[config.mk]
export PLATFORM = sky130hd
export DESIGN_NAME = backprop_scheduler
export DESIGN_NICKNAME = d
export VERILOG_FILES = /design/src/rtl/backprop_scheduler.sv
export SDC_FILE = /design/constraint.sdc
export NUM_CORES = 1
export LEC_CHECK = 0
export ABC_AREA = 1
export CAP_MARGIN = 10
export CORE_MARGIN = 3
export CORE_UTILIZATION = 35
export CTS_CLUSTER_SIZE = 40
export DETAILED_ROUTE_END_ITERATION = 10
export GPL_ROUTABILITY_DRIVEN = 0
export PLACE_DENSITY = 0.56
export SLEW_MARGIN = 20
export SYNTH_ARGS = -nofsm -noshare
export SYNTH_HDL_FRONTEND = slang
export SYNTH_SLANG_ARGS = --single-unit
[constraint.sdc]
create_clock -name clk -period 4.2 [get_ports clk]
set_input_delay 0.42 -clock clk [delete_from_list [all_inputs] [get_ports clk]]
set_output_delay 0.42 -clock clk [all_outputs]
set_load 0.03 [all_outputs]
[src/rtl/backprop_scheduler.sv]
// Token sequencer for the backpropagation datapath: issues one sample token and the
// layer tokens LAYER_MAX-1..0 per sample, one sample in flight, gated by write-back retirement.
module backprop_scheduler #(
    parameter int LAYER_ADDR_WIDTH = 2,
    parameter int LAYER_MAX        = 3,
    parameter int SAMPLE_ADDR_SIZE = 10,
    parameter int SAMPLE_NUM       = 1000,
    parameter int EPOCH_WIDTH      = 16,
    parameter int ABORT_ON_ERROR   = 1
) (
    input  logic                        clk,
    input  logic                        rst,
    input  logic                        start,
    input  logic [EPOCH_WIDTH-1:0]      epochs,
    output logic                        busy,
    output logic                        done,
    output logic [LAYER_ADDR_WIDTH-1:0] layer,
    output logic                        layer_valid,
    input  logic                        layer_ready,
    output logic [SAMPLE_ADDR_SIZE-1:0] sample,
    output logic                        sample_valid,
    input  logic                        sample_ready,
    input  logic                        wb_valid,
    input  logic                        wb_ready,
    input  logic                        error,
    output logic                        error_flag,
    output logic [EPOCH_WIDTH-1:0]      cur_epoch,
    output logic [SAMPLE_ADDR_SIZE-1:0] cur_sample
);

    localparam int RETIRE_W = $clog2(LAYER_MAX + 1);
    localparam logic [RETIRE_W-1:0]         RETIRE_MAX  = RETIRE_W'(LAYER_MAX);
    localparam logic [RETIRE_W-1:0]         RETIRE_ONE  = RETIRE_W'(1);
    localparam logic [RETIRE_W-1:0]         RETIRE_ZERO = RETIRE_W'(0);
    localparam logic [LAYER_ADDR_WIDTH-1:0] LAYER_TOP   = LAYER_ADDR_WIDTH'(LAYER_MAX - 1);
    localparam logic [LAYER_ADDR_WIDTH-1:0] LAYER_ONE   = LAYER_ADDR_WIDTH'(1);
    localparam logic [LAYER_ADDR_WIDTH-1:0] LAYER_ZERO  = LAYER_ADDR_WIDTH'(0);
    localparam logic [SAMPLE_ADDR_SIZE-1:0] SAMPLE_LAST = SAMPLE_ADDR_SIZE'(SAMPLE_NUM - 1);
    localparam logic [SAMPLE_ADDR_SIZE-1:0] SAMPLE_ONE  = SAMPLE_ADDR_SIZE'(1);
    localparam logic [SAMPLE_ADDR_SIZE-1:0] SAMPLE_ZERO = SAMPLE_ADDR_SIZE'(0);
    localparam logic [EPOCH_WIDTH-1:0]      EPOCH_ONE   = EPOCH_WIDTH'(1);
    localparam logic [EPOCH_WIDTH-1:0]      EPOCH_ZERO  = EPOCH_WIDTH'(0);
    localparam bit                          ABORT_EN    = (ABORT_ON_ERROR != 0);

    typedef enum logic [1:0] {
        S_IDLE  = 2'd0,
        S_ISSUE = 2'd1,
        S_DRAIN = 2'd2,
        S_DONE  = 2'd3
    } state_t;

    state_t                      state_r;
    logic [EPOCH_WIDTH-1:0]      epochs_r;
    logic [RETIRE_W-1:0]         retire_r;
    logic                        sample_sent_r;
    logic                        layer_sent_r;

    logic                        layer_fire_s;
    logic                        sample_fire_s;
    logic                        wb_fire_s;
    logic                        counting_s;
    logic [RETIRE_W-1:0]         retire_next_s;
    logic                        overfire_s;
    logic                        sample_done_s;
    logic                        layer_done_s;
    logic                        last_sample_s;
    logic [EPOCH_WIDTH-1:0]      epoch_next_s;
    logic [SAMPLE_ADDR_SIZE-1:0] sample_next_s;
    logic                        abort_s;

    assign layer_fire_s  = layer_valid & layer_ready;
    assign sample_fire_s = sample_valid & sample_ready;
    assign wb_fire_s     = wb_valid & wb_ready;
    assign counting_s    = (state_r == S_ISSUE) || (state_r == S_DRAIN);
    assign sample_done_s = sample_sent_r | sample_fire_s;
    assign layer_done_s  = layer_sent_r | (layer_fire_s & (layer == LAYER_ZERO));
    assign last_sample_s = (cur_sample == SAMPLE_LAST);
    assign epoch_next_s  = cur_epoch + EPOCH_ONE;
    assign sample_next_s = last_sample_s ? SAMPLE_ZERO : (cur_sample + SAMPLE_ONE);
    assign abort_s       = ABORT_EN & error_flag;

    // Saturating retire count; a write-back beyond LAYER_MAX is flagged instead of counted
    always_comb begin
        retire_next_s = retire_r;
        overfire_s    = 1'b0;
        if (counting_s && wb_fire_s) begin
            if (retire_r == RETIRE_MAX) begin
                overfire_s = 1'b1;
            end else begin
                retire_next_s = retire_r + RETIRE_ONE;
            end
        end else begin
            retire_next_s = retire_r;
        end
    end

    // Sequencer state, token channels, counters and sticky error flag
    always_ff @(posedge clk or negedge rst) begin
        if (!rst) begin
            state_r       <= S_IDLE;
            epochs_r      <= EPOCH_ZERO;
            retire_r      <= RETIRE_ZERO;
            sample_sent_r <= 1'b0;
            layer_sent_r  <= 1'b0;
            busy          <= 1'b0;
            done          <= 1'b0;
            layer         <= LAYER_ZERO;
            layer_valid   <= 1'b0;
            sample        <= SAMPLE_ZERO;
            sample_valid  <= 1'b0;
            error_flag    <= 1'b0;
            cur_epoch     <= EPOCH_ZERO;
            cur_sample    <= SAMPLE_ZERO;
        end else begin
            case (state_r)
                S_IDLE: begin
                    busy <= 1'b0;
                    done <= 1'b0;
                    if (start) begin
                        epochs_r      <= epochs;
                        error_flag    <= 1'b0;
                        cur_epoch     <= EPOCH_ZERO;
                        cur_sample    <= SAMPLE_ZERO;
                        retire_r      <= RETIRE_ZERO;
                        sample_sent_r <= 1'b0;
                        layer_sent_r  <= 1'b0;
                        busy          <= 1'b1;
                        if (epochs == EPOCH_ZERO) begin
                            state_r <= S_DONE;
                            done    <= 1'b1;
                        end else begin
                            state_r      <= S_ISSUE;
                            sample       <= SAMPLE_ZERO;
                            sample_valid <= 1'b1;
                            layer        <= LAYER_TOP;
                            layer_valid  <= 1'b1;
                        end
                    end
                end
                S_ISSUE: begin
                    retire_r <= retire_next_s;
                    if (sample_fire_s) begin
                        sample_valid  <= 1'b0;
                        sample_sent_r <= 1'b1;
                    end
                    if (layer_fire_s) begin
                        if (layer == LAYER_ZERO) begin
                            layer_valid  <= 1'b0;
                            layer_sent_r <= 1'b1;
                        end else begin
                            layer <= layer - LAYER_ONE;
                        end
                    end
                    if (sample_done_s && layer_done_s) begin
                        state_r <= S_DRAIN;
                    end
                end
                S_DRAIN: begin
                    if (retire_next_s == RETIRE_MAX) begin
                        retire_r      <= RETIRE_ZERO;
                        sample_sent_r <= 1'b0;
                        layer_sent_r  <= 1'b0;
                        if (last_sample_s && (epoch_next_s == epochs_r)) begin
                            cur_sample <= SAMPLE_ZERO;
                            cur_epoch  <= epoch_next_s;
                            state_r    <= S_DONE;
                            done       <= 1'b1;
                        end else if (abort_s) begin
                            // Abort keeps cur_sample on the sample that just drained
                            state_r <= S_DONE;
                            done    <= 1'b1;
                        end else begin
                            if (last_sample_s) begin
                                cur_epoch <= epoch_next_s;
                            end
                            cur_sample   <= sample_next_s;
                            sample       <= sample_next_s;
                            sample_valid <= 1'b1;
                            layer        <= LAYER_TOP;
                            layer_valid  <= 1'b1;
                            state_r      <= S_ISSUE;
                        end
                    end else begin
                        retire_r <= retire_next_s;
                    end
                end
                S_DONE: begin
                    done    <= 1'b0;
                    busy    <= 1'b0;
                    state_r <= S_IDLE;
                end
                default: begin
                    state_r      <= S_IDLE;
                    busy         <= 1'b0;
                    done         <= 1'b0;
                    layer_valid  <= 1'b0;
                    sample_valid <= 1'b0;
                end
            endcase
            if (busy && (error || overfire_s)) begin
                error_flag <= 1'b1;
            end
        end
    end

endmodule

==> impl_metrics.env <==
export IMPL_tns_ns=0
export IMPL_cp_max_fo=32
export IMPL_maxSlewViolCount=0
export IMPL_synthDominantCellAreaShare_pct=40.61
export IMPL_finalPower_mw=2.982
export IMPL_start_util_pct=36.31
export IMPL_dr_total_vias=3697
export IMPL_synthArstFlopShare_pct=100.0
export IMPL_hold_class="in2async"
export IMPL_netlist_top_cell_by_area="dfrtp_1"
export IMPL_grt_max_degree=41
export IMPL_track_usage_pct=17.41
export IMPL_internal_power_mw=1.732
export IMPL_design_core_area_mm2=0.01103
export IMPL_first_iter_violations=159
export IMPL_setup_violations=0
export IMPL_ctsResizeCount=0
export IMPL_nets=636
export IMPL_place_ws_ns=1.466
export IMPL_p_switching_mw=1.250
export IMPL_h_tree_depth=3
export IMPL_maxCapViolCount=0
export IMPL_ys_ff_latch=65
export IMPL_synth_area_mm2=0.004005
export IMPL_num_fill_cells=1132
export IMPL_cts_tree="built"
export IMPL_area_growth_pct=26.93
export IMPL_wl_per_cell_um=14.13
export IMPL_cpMaxStageDelayCell="dfrtp_1"
export IMPL_whs_ns=0.2347
export IMPL_fin_crit_sh_pct=65.87
export IMPL_routed_wl_um=10590
export IMPL_crit_arrival_ns=2.98
export IMPL_grt_pass1_wl_um=17670
export IMPL_critical_path_top_delay_family="simple AND/OR/NAND/NOR gates"
export IMPL_synth_common_cells="nand2_1 (163), dfrtp_1 (65), inv_1 (60)"
export IMPL_portBuffers=66
export IMPL_cp_slowest_stage_delay_ns=0.46
export IMPL_finalCriticalPeriod_ns=2.767
export IMPL_dieArea_mm2=0.01276
export IMPL_worst_slew_pin_slew_ns=1.037
export IMPL_cts_sinks=65
export IMPL_die_w_um=113.0
export IMPL_diodes=0
export IMPL_ys_seq_area_share_pct=40.61
export IMPL_synth_edf_count=0
export IMPL_drc=0
export IMPL_skew_ns=0.01132
export IMPL_p_comb_share_pct=43.1
export IMPL_layout_setup_ws_ns=1.433
export IMPL_final_area_mm2=0.005084
export IMPL_hpwl_um=7855
export IMPL_crit_path_cell_trace="ha_1 > nand2_1 > nor2_4 > nand3_1 > nand2_1 > nand2_1 > nand2_1 > nand2_1 > nor2_1 > nand2_1 > nor2_2 > nand2_2 > nand2_4 > nand3_4 > nand2_1 > o21ai_2"
export IMPL_yosysMostFrequentCell="nand2_1"
export IMPL_hold_buffers=0
export IMPL_ys_flop_type="dfrtp_1"
export IMPL_numCtsBuffers=9
export IMPL_ys_warn_count=0
export IMPL_ys_types=35
export IMPL_syn_nets=567
export IMPL_drtPass1Iterations=5
export IMPL_ys_top_cells_by_area="dfrtp_1 (41%), nand2_1 (15%), nand3_1 (7.1%)"
export IMPL_slew_headroom_pct=30.67
export IMPL_seqPwrFrac_pct=30.3
export IMPL_ant_nets=0
export IMPL_hold_viol_final=0
export IMPL_status="completed"
export IMPL_grt_overflow=0
export IMPL_row_count=38
export IMPL_vias_per_cell=4.936
export IMPL_cts_root_buf="clkbuf_16"
export IMPL_drive_gt1_share_pct=10.34
export IMPL_crit_buf_inv=0
export IMPL_start_kind="flop"
export IMPL_clk_pin_slew_ns=0.05
export IMPL_p_clk_share_pct=26.6
export IMPL_leakage_nw=2.325
export IMPL_antenna_found_initial=0
export IMPL_die_h_um=113.0
export IMPL_avgSynthCellArea_um2=7.486
export IMPL_critPathMostFrequentCell="nand2_1"
export IMPL_rsz0062_at_grt="false"
export IMPL_cp_end_kind="flop"
export IMPL_syn_inst=535
export IMPL_power_density_mw_per_mm2=586.5
export IMPL_p_sw_share_pct=41.92
export IMPL_grt_pass1_vias=3619
export IMPL_crit_type="reg2reg"
export IMPL_peakVddDrop_mv=0.3031
export IMPL_post_cts_buffers=0
export IMPL_ios=67
export IMPL_clk_latency_ns=0.34
export IMPL_crit_required_ns=4.41
export IMPL_clock_fmax_ghz=0.3615
export IMPL_cts_buffer_depth=2
export IMPL_place_area_mm2=0.004772
## per-layer routing
layer | GRT usage [%] | part of all wire [%]
met1 | 22.45 | 44
met2 | 28.12 | 49
met3 | 5.401 | 5.7
met4 | 5.288 | 0.64
met5 | 0 | 0
## stage by stage
step	utilization (%)	cells
final	46.09	749
after floorplan	-	535
after global routing	46.09	749
after detailed placement	43.26	733
after global placement	43.26	733
after CTS	46.09	749
## sequential cells by signal, indices dropped and copies added, names as in the netlist, 2 cells and up
signal      cells
state_r         2
retire_r        2
sample         10
epochs_r       16
layer           2
cur_epoch      16
cur_sample     10
## worst register-to-register path: stages, from the launching register on
cell     delay, ns
dfrtp_1       0.46
ha_1          0.25
nand2_1       0.17
nor2_4        0.20
nand3_1       0.13
nand2_1       0.10
nand2_1       0.08
nand2_1       0.06
nand2_1       0.05
nor2_1        0.10
nand2_1       0.09
nor2_2        0.13
nand2_2       0.09
nand2_4       0.09
nand3_4       0.34
nand2_1       0.23
o21ai_2       0.07
## kinds of logic after synthesis
group                    share of synthesized area, %
AO/OA/AOI/OAI                                   10.65
XOR/XNOR                                        1.312
adder cells (fa/ha/maj)                         2.499
buffers and inverters                           7.904
flip-flops                                      40.61
multiplexers                                    1.406
AND/OR/NAND/NOR                                 35.61
## placed cells by master (no fill, tap or decap), drive strengths merged, types with 4 or more instances in the layout
cell type      Yosys  routed
nor2              56      56
a31oi              4       4
a21oi             19      19
nor4               4       4
dfrtp             65      65
nand3b             5       5
mux2               5       5
nor3               8       8
clkbuf             5      10
nand3             59      59
xor2               4       4
o22ai              4       4
ha                 8       8
o21ai             33      33
clkinv             1       4
nand4             10      10
inv               61      61
nand2            171     171
clkdlybuf4s50      0      65
## power groups by stage
stage / logic, mW / registers [mW] / clock network, mW
4_1_cts: 1.31 / 0.905 / 0.817
6_report: 1.28 / 0.903 / 0.793
2_1_floorplan: 0.894 / 0.990 / 0
3_3_place_gp: 1.28 / 0.910 / 0
3_5_place_dp: 1.30 / 0.912 / 0
5_1_grt: 1.45 / 0.928 / 0.847
## area by class of cell
class / instances / area (um^2) / area share [%]
Tap cell: 140 / 175.2 / 3.446
Inverter: 62 / 237.7 / 4.676
Timing Repair Buffer: 68 / 670.6 / 13.19
Clock buffer: 10 / 229.0 / 4.504
Sequential cell: 65 / 1627 / 32.00
Clock inverter: 6 / 82.58 / 1.624
Multi-Input combinational cell: 398 / 2062 / 40.56
## path summary, 6_finish.rpt
path / startpoint / to / slack, ns / depth (start not counted)
min in group clk: sample[0] / sample[0] / 0.48 / 2
max: cur_epoch[0] / cur_epoch[2] / 1.43 / 16
max reg2reg: cur_epoch[0] / cur_epoch[2] / 1.43 / 16
min: rst / epochs_r[5] / 0.23 / 1
min reg2reg: sample[0] / sample[0] / 0.48 / 2
max in group asynchronous: rst / cur_epoch[10] / 3.05 / 2
(Power assumes the default switching activity.)
